[config.mk]
export PLATFORM = sky130hd
export DESIGN_NAME = stg_uop_fold_flat
export DESIGN_NICKNAME = d
export VERILOG_FILES = /design/src/rtl/stg_uop_fold_if.sv /design/src/rtl/stg_uop_fold.sv /design/src/flat_wrapper.sv
export SDC_FILE = /design/constraint.sdc
export NUM_CORES = 1
export LEC_CHECK = 0
export ABC_AREA = 1
export ABC_CLOCK_PERIOD_IN_PS = 4700
export CAP_MARGIN = 20
export CORE_MARGIN = 3
export CORE_UTILIZATION = 56
export DETAILED_ROUTE_END_ITERATION = 10
export GPL_ROUTABILITY_DRIVEN = 1
export PLACE_DENSITY_LB_ADDON = 0.3
export SLEW_MARGIN = 20
export SYNTH_ARGS = -nofsm -noshare
export SYNTH_HDL_FRONTEND = slang
export SYNTH_SLANG_ARGS = --single-unit
[constraint.sdc]
create_clock -name iw_clk -period 4.7 [get_ports iw_clk]
set_input_delay 0.94 -clock iw_clk [delete_from_list [all_inputs] [get_ports iw_clk]]
set_output_delay 0.94 -clock iw_clk [all_outputs]
set_load 0.02 [all_outputs]
[src/rtl/stg_uop_fold_if.sv]
// ISA field encodings shared with stg_uop_fold, and the micro-op in / macro-op out handshake bundle.
`ifndef STG_UOP_FOLD_DEFS
`define STG_UOP_FOLD_DEFS
`define SIZE_ADDR    16
`define SIZE_DATA    24
`define OPC_SRSUBsi  8'h10
`define OPC_SRADDsi  8'h11
`define OPC_SRSTso   8'h12
`define OPC_SRLDso   8'h13
`define OPC_SRMOVur  8'h14
`define OPC_SRJCCso  8'h15
`define OPC_JCCui    8'h20
`define OPC_BCCsr    8'h21
`define OPC_BALso    8'h22
`define OPC_JSRui    8'h30
`define OPC_BSRsr    8'h31
`define OPC_BSRso    8'h32
`define OPC_RET      8'h33
`define SR_IDX_SSP   2'd1
`define SR_IDX_LR    2'd2
`define SR_IDX_PC    2'd3
`endif

interface stg_uop_fold_if;
    logic                  iw_valid;
    logic                  ow_ready;
    logic [`SIZE_ADDR-1:0] iw_pc;
    logic [`SIZE_DATA-1:0] iw_instr;
    logic                  iw_flush;
    logic                  ow_valid;
    logic                  iw_ready;
    logic [`SIZE_ADDR-1:0] ow_pc;
    logic [`SIZE_DATA-1:0] ow_instr;
    logic                  ow_fused;
    logic [2:0]            ow_uop_cnt;

    modport slave (
        input  iw_valid, iw_pc, iw_instr, iw_flush, iw_ready,
        output ow_ready, ow_valid, ow_pc, ow_instr, ow_fused, ow_uop_cnt
    );

    modport master (
        output iw_valid, iw_pc, iw_instr, iw_flush, iw_ready,
        input  ow_ready, ow_valid, ow_pc, ow_instr, ow_fused, ow_uop_cnt
    );
endinterface

[src/rtl/stg_uop_fold.sv]
// Folds call (A,B,C,D) and return (R0,R1,R2) micro-op expansions back into one macro word;
// everything else passes through a single output register with valid/ready flow control.
module stg_uop_fold #(
    parameter int MAX_BUF = 3
) (
    input  logic          iw_clk,
    input  logic          iw_rst,
    stg_uop_fold_if.slave bus
);
    localparam int AW = `SIZE_ADDR;
    localparam int DW = `SIZE_DATA;
    localparam int CW = $clog2(MAX_BUF + 1);

    typedef enum logic [2:0] {
        S_IDLE, S_C1, S_C2, S_C3, S_R1, S_R2, S_DRAIN
    } state_t;

    state_t          state_q, state_d;
    logic [DW-1:0]   buf_q [MAX_BUF];
    logic [CW-1:0]   buf_cnt_q, rd_idx_q;
    logic [AW-1:0]   pc_q;

    logic            valid_q, fused_q;
    logic [AW-1:0]   out_pc_q;
    logic [DW-1:0]   out_instr_q;
    logic [2:0]      out_cnt_q;

    logic [7:0]      opc;
    logic [15:0]     pl;
    logic            is_a, is_b, is_c, is_d, is_r0, is_r1, is_r2;
    logic            load_en, same_pc, partial, match_ok, mismatch, ready, accept;
    logic            push, pop, emit, emit_fused;
    logic [2:0]      emit_cnt;
    logic [AW-1:0]   emit_pc;
    logic [DW-1:0]   emit_instr, fold_call;

    assign opc = bus.iw_instr[DW-1 -: 8];
    assign pl  = bus.iw_instr[15:0];

    assign is_a  = (opc == `OPC_SRSUBsi) && (pl[15:14] == `SR_IDX_SSP) && (pl[13:0] == 14'd2);
    assign is_b  = (opc == `OPC_SRSTso) && (pl[15:14] == `SR_IDX_SSP) && (pl[13:12] == `SR_IDX_LR)
                   && (pl[11:0] == 12'd0);
    assign is_c  = (opc == `OPC_SRMOVur) && (pl[15:14] == `SR_IDX_LR) && (pl[13:12] == `SR_IDX_PC)
                   && (pl[11:0] == 12'd0);
    assign is_d  = ((opc == `OPC_JCCui) && (pl[15:12] == 4'd0))
                || ((opc == `OPC_BCCsr) && (pl[11:8] == 4'd0) && (pl[7:0] == 8'd0))
                || (opc == `OPC_BALso);
    assign is_r0 = (opc == `OPC_SRADDsi) && (pl[15:14] == `SR_IDX_SSP) && (pl[13:0] == 14'd2);
    assign is_r1 = (opc == `OPC_SRLDso) && (pl[15:14] == `SR_IDX_LR) && (pl[13:12] == `SR_IDX_SSP)
                   && (pl[11:0] == 12'hFFE);
    assign is_r2 = (opc == `OPC_SRJCCso) && (pl[15:14] == `SR_IDX_LR) && (pl[13:10] == 4'd0)
                   && (pl[9:0] == 10'd1);

    assign load_en = !valid_q || bus.iw_ready;
    assign same_pc = (bus.iw_pc == pc_q);

    // The call form depends only on which terminating branch closed the sequence.
    always_comb begin
        fold_call = {`OPC_BSRso, pl};
        if (opc == `OPC_JCCui)
            fold_call = {`OPC_JSRui, 4'b0, pl[11:0]};
        else if (opc == `OPC_BCCsr)
            fold_call = {`OPC_BSRsr, pl[15:12], 12'b0};
    end

    // NOTE: every signal written here gets a default first so no path leaves one unassigned (no latches).
    always_comb begin
        state_d    = state_q;
        partial    = 1'b1;
        match_ok   = 1'b0;
        push       = 1'b0;
        pop        = 1'b0;
        emit       = 1'b0;
        emit_fused = 1'b0;
        emit_cnt   = 3'd1;
        emit_pc    = bus.iw_pc;
        emit_instr = bus.iw_instr;

        case (state_q)
            S_C1:    match_ok = is_b  && same_pc;
            S_C2:    match_ok = is_c  && same_pc;
            S_C3:    match_ok = is_d  && same_pc;
            S_R1:    match_ok = is_r1 && same_pc;
            S_R2:    match_ok = is_r2 && same_pc;
            default: partial  = 1'b0;
        endcase

        mismatch = partial && bus.iw_valid && !match_ok;
        ready    = load_en && !bus.iw_flush && (state_q != S_DRAIN) && !mismatch;
        accept   = bus.iw_valid && ready;

        case (state_q)
            S_IDLE: begin
                if (accept) begin
                    if (is_a) begin
                        push    = 1'b1;
                        state_d = S_C1;
                    end else if (is_r0) begin
                        push    = 1'b1;
                        state_d = S_R1;
                    end else begin
                        emit    = 1'b1;
                    end
                end
            end
            S_C1, S_C2, S_R1: begin
                if (accept) begin
                    push    = 1'b1;
                    state_d = (state_q == S_C1) ? S_C2 : (state_q == S_C2) ? S_C3 : S_R2;
                end else if (mismatch) begin
                    state_d = S_DRAIN;
                end
            end
            S_C3, S_R2: begin
                if (accept) begin
                    emit       = 1'b1;
                    emit_fused = 1'b1;
                    emit_pc    = pc_q;
                    emit_cnt   = (state_q == S_C3) ? 3'd4 : 3'd3;
                    emit_instr = (state_q == S_C3) ? fold_call : {`OPC_RET, 16'b0};
                    state_d    = S_IDLE;
                end else if (mismatch) begin
                    state_d = S_DRAIN;
                end
            end
            S_DRAIN: begin
                if (load_en && !bus.iw_flush) begin
                    emit       = 1'b1;
                    pop        = 1'b1;
                    emit_pc    = pc_q;
                    emit_instr = buf_q[rd_idx_q];
                    if (rd_idx_q + 1'b1 == buf_cnt_q)
                        state_d = S_IDLE;
                end
            end
            default: state_d = S_IDLE;
        endcase
    end

    // NOTE: the match buffer is plain storage qualified by buf_cnt_q, so it carries no reset.
    always_ff @(posedge iw_clk) begin
        if (push)
            buf_q[buf_cnt_q] <= bus.iw_instr;
    end

    always_ff @(posedge iw_clk) begin
        if (iw_rst || bus.iw_flush) begin
            state_q   <= S_IDLE;
            buf_cnt_q <= '0;
            rd_idx_q  <= '0;
            pc_q      <= '0;
        end else begin
            state_q <= state_d;
            if (state_d == S_IDLE) begin
                buf_cnt_q <= '0;
                rd_idx_q  <= '0;
            end else begin
                if (push) buf_cnt_q <= buf_cnt_q + 1'b1;
                if (pop)  rd_idx_q  <= rd_idx_q + 1'b1;
            end
            if (push && state_q == S_IDLE)
                pc_q <= bus.iw_pc;
        end
    end

    always_ff @(posedge iw_clk) begin
        if (iw_rst || bus.iw_flush) begin
            valid_q     <= 1'b0;
            out_pc_q    <= '0;
            out_instr_q <= '0;
            fused_q     <= 1'b0;
            out_cnt_q   <= 3'd0;
        end else if (load_en) begin
            valid_q <= emit;
            if (emit) begin
                out_pc_q    <= emit_pc;
                out_instr_q <= emit_instr;
                fused_q     <= emit_fused;
                out_cnt_q   <= emit_cnt;
            end
        end
    end

    assign bus.ow_ready   = ready;
    assign bus.ow_valid   = valid_q;
    assign bus.ow_pc      = out_pc_q;
    assign bus.ow_instr   = out_instr_q;
    assign bus.ow_fused   = fused_q;
    assign bus.ow_uop_cnt = out_cnt_q;
endmodule
[src/flat_wrapper.sv]
// flat-port wrapper written by rule: the top's interface ports become plain ports
module stg_uop_fold_flat 
#(
    parameter int MAX_BUF = 3
)
  (iw_clk, iw_rst, bus_iw_valid, bus_iw_pc, bus_iw_instr, bus_iw_flush, bus_iw_ready, bus_ow_ready, bus_ow_valid, bus_ow_pc, bus_ow_instr, bus_ow_fused, bus_ow_uop_cnt);
  stg_uop_fold_if bus_i ();
  input  logic iw_clk;
  input  logic iw_rst;
  input wire logic [$bits(bus_i.iw_valid)-1:0] bus_iw_valid;
  input wire logic [$bits(bus_i.iw_pc)-1:0] bus_iw_pc;
  input wire logic [$bits(bus_i.iw_instr)-1:0] bus_iw_instr;
  input wire logic [$bits(bus_i.iw_flush)-1:0] bus_iw_flush;
  input wire logic [$bits(bus_i.iw_ready)-1:0] bus_iw_ready;
  output wire logic [$bits(bus_i.ow_ready)-1:0] bus_ow_ready;
  output wire logic [$bits(bus_i.ow_valid)-1:0] bus_ow_valid;
  output wire logic [$bits(bus_i.ow_pc)-1:0] bus_ow_pc;
  output wire logic [$bits(bus_i.ow_instr)-1:0] bus_ow_instr;
  output wire logic [$bits(bus_i.ow_fused)-1:0] bus_ow_fused;
  output wire logic [$bits(bus_i.ow_uop_cnt)-1:0] bus_ow_uop_cnt;
  assign bus_i.iw_valid = bus_iw_valid;
  assign bus_i.iw_pc = bus_iw_pc;
  assign bus_i.iw_instr = bus_iw_instr;
  assign bus_i.iw_flush = bus_iw_flush;
  assign bus_i.iw_ready = bus_iw_ready;
  assign bus_ow_ready = bus_i.ow_ready;
  assign bus_ow_valid = bus_i.ow_valid;
  assign bus_ow_pc = bus_i.ow_pc;
  assign bus_ow_instr = bus_i.ow_instr;
  assign bus_ow_fused = bus_i.ow_fused;
  assign bus_ow_uop_cnt = bus_i.ow_uop_cnt;
  stg_uop_fold #(.MAX_BUF(MAX_BUF)) u_core (.iw_clk(iw_clk), .iw_rst(iw_rst), .bus(bus_i));
endmodule
==> flow_summary.json, run 1 <==
{
  "synth.avg_cell_area_um2": 8.03,
  "grt_use_met1": 0.360,
  "p_switching_mw": 0.650,
  "p_per_area_nw_per_um2": 329,
  "die_w_um": 118,
  "fillCellCount": 974,
  "firstDrtPassIters": 8,
  "worst_clock_skew_ns": 0.0112,
  "busiest_layer": "met2",
  "htree_num_levels": 4,
  "fin_setup_tns_ns": 0,
  "nets": 1010,
  "intPower_mw": 2.21,
  "clkSinkCount": 142,
  "synthesis.area_um2": 7060,
  "leakagePower_nw": 3.42,
  "dp_slack_ns": 0.487,
  "finalCritPeriodShare": 0.911,
  "crit_path_start_kind": "input port",
  "grt_max_degree": 41,
  "peakVddDrop_uv": 284,
  "worst_pin_slew_ns": 0.948,
  "grt_overflow": 0,
  "comb_power_share": 0.086,
  "ff_latch_area_um2": 3560,
  "layout.cells.most_common_list": "nor2_1 (156), nand2_1 (146), o21ai_0 (103), clkdlybuf4s50_1 (90), inv_1 (73)",
  "max_clock_freq_ghz": 0.233,
  "rsz0062_at_grt": "false",
  "grt_use_met3": 0.0670,
  "min_path_type": "reg -> reg",
  "cp_common_cell": "nand2_1",
  "core_um2": 12200,
  "synth_cell_types": 40,
  "cp_data_required_time_ns": 3.76,
  "cts_resized": 0,
  "cpMaxStageDelayCell": "clkdlybuf4s50_1",
  "maxSlewViolCount": 0,
  "crit_path_cell_trace": "clkdlybuf4s50_1 > nor2_1 > nand3_1 > nor2_1 > nand3_1 > nand2_1 > nand2_1 > nand3_1 > nand2_1 > nand2_2 > nand2_1 > inv_1 > clkdlybuf4s50_1",
  "layout-drive-gt1-share": 0.0637,
  "grt_pass1_wl_mm": 31.0,
  "final_common_cell": "nor2_1",
  "diodes": 0,
  "slowest_delay_ns": 0.61,
  "routed_wl_mm": 19.4,
  "fin_ws_ns": 0.417,
  "setup_viol": 0,
  "slew_headroom": 0.367,
  "crit_arrival_ns": 3.34,
  "met2_usage": 0.449,
  "ios": 91,
  "cts.clk_slew.worst_paths_ns": 0.05,
  "cp_max_fo": 10,
  "syn2layout_area_growth_pct": 23.3,
  "post-cts-setup-buffer-count": 0,
  "cts_hold_buffers": 0,
  "critical_path_class": "in -> out",
  "end_kind": "output port",
  "synth.net_count": 928,
  "antenna_left": 0,
  "drt_iter0_markers": 936,
  "clkPwrFrac": 0.454,
  "die_y_um": 118,
  "ys_ff_latch": 142,
  "via_per_inst": 5.68,
  "wire_per_inst_um": 16.9,
  "clk_latency_ns": 0.42,
  "route.vias.total": 6485,
  "hpwlAfterDp_mm": 12.8,
  "finalHoldViolCount": 0,
  "ys.warnings.count": 0,
  "period_minus_slack_ns": 4.28,
  "antenna_found_initial": 0,
  "gp_congestion": 0.976,
  "synth.yosys.seq_area_share": 0.505,
  "final_area_um2": 8700,
  "start_util": 0.580,
  "place_area_um2": 8120,
  "p_total_mw": 2.86,
  "io_buffers": 90,
  "crit_family": "buffers and inverters",
  "cap_violations": 0,
  "grt_pass1_vias": 6197,
  "rows": 40,
  "clk_path_buf_depth": 2,
  "syn_inst": 879,
  "status": "completed",
  "path_buf_inv": 3,
  "multiInputGateArea_um2": 3010,
  "sequentialPowerShare": 0.461,
  "swShare": 0.227,
  "post-route-drc-count": 0,
  "die_area_um2": 14000,
  "gr-usage-all-layers": 0.279,
  "cts_tree": "done",
  "clockRootBuffer": "clkbuf_16",
  "tritoncts.num_buffers": 17
}
[power groups by stage]
stage,registers [mW],clock network [mW],logic (mW)
final,1.32,1.30,0.245
after detailed placement,1.34,0,0.241
after global placement,1.34,0,0.238
after global routing,1.32,1.36,0.267
after floorplan,1.36,0,0.108
after CTS,1.32,1.31,0.243
[routing by layer]
metal	vias up	wire [um]
li1	3151	-
met1	2994	8080
met2	296	9110
met3	44	1600
met4	0	566
met5	-	0
[kinds of logic after synthesis]
| family | share of synthesized area |
|---|---|
| AND/OR/NAND/NOR | 0.219 |
| AO/OA/AOI/OAI | 0.182 |
| flip-flops | 0.505 |
| buffers and inverters | 0.0699 |
| XOR/XNOR | 0.0161 |
| adder cells (fa/ha/maj) | 0.00816 |
[sequential cells by signal (all words and copies together), names as in the netlist, named ones only]
register / count
u_core.buf_cnt_q: 2
u_core.buf_q: 72
u_core.bus.ow_fused: 1
u_core.bus.ow_instr: 24
u_core.bus.ow_pc: 16
u_core.bus.ow_uop_cnt: 3
u_core.bus.ow_valid: 1
u_core.pc_q: 16
u_core.rd_idx_q: 2
u_core.state_q: 3
[synthesized netlist by cell type (all sizes together)]
cell type / n / area [um^2]
fa: 1 / 20.0
o311ai: 2 / 17.5
nor2: 163 / 629
clkbuf: 34 / 128
dfxtp: 70 / 1400
nor3: 4 / 20.0
a221o: 17 / 170
clkinv: 4 / 17.5
edfxtp: 72 / 2160
nand3: 48 / 253
ha: 3 / 37.5
inv: 75 / 282
o21bai: 1 / 7.51
a21oi: 52 / 260
or3: 1 / 6.26
xnor2: 2 / 17.5
nand2: 149 / 572
or2: 1 / 6.26
o21ai: 113 / 569
nand4: 7 / 43.8
xor2: 11 / 96.3
buf: 10 / 66.3
nor4: 1 / 6.26
a21o: 1 / 7.51
and3: 1 / 6.26
o22ai: 13 / 81.3
o211ai: 22 / 165
a31oi: 1 / 6.26
[area by class of cell]
type,instances,share of cell area
Sequential cell,142,0.410
Multi-Input combinational cell,614,0.347
Timing Repair Buffer,107,0.118
Clock buffer,23,0.0574
Inverter,79,0.0344
Tap cell,168,0.0242
Clock inverter,9,0.00964
[tightest hold or removal path, stage by stage, from the launching register on]
cell     delay [ns]
dfxtp_1        0.30
nand2_1        0.06
a21oi_1        0.06
[worst paths after layout]
path | startpoint | to | slack, ns | cells past startpoint
worst max-delay path | bus_iw_instr[12] | bus_ow_ready | 0.42 | 13
worst max register to register | u_core.state_q[0]$_SDFF_PP0_ | u_core.bus.ow_instr[14]$_SDFFE_PP0P_ | 1.87 | 10
worst min-delay path | u_core.bus.ow_uop_cnt[1]$_SDFFE_PP0P_ | u_core.bus.ow_uop_cnt[1]$_SDFFE_PP0P_ | 0.47 | 2
worst min register to register | u_core.bus.ow_uop_cnt[1]$_SDFFE_PP0P_ | u_core.bus.ow_uop_cnt[1]$_SDFFE_PP0P_ | 0.47 | 2
[through the flow]
step,std cells,hold slack [ns],util
finish,1142,0.468,0.715
global route,1142,0.500,0.715
CTS,1142,0.469,0.715
detailed placement,1110,0.462,0.667
global placement,1110,0.452,0.667
floorplan,879,0.524,-
Power figures use the tool's default switching activity.
==> run 2: changes to the inputs <==
Settings changed: CTS_CLUSTER_SIZE set to 40.
==> results of run 2 <==
No change in the layout: final DEF, timing and power equal those of run 1.
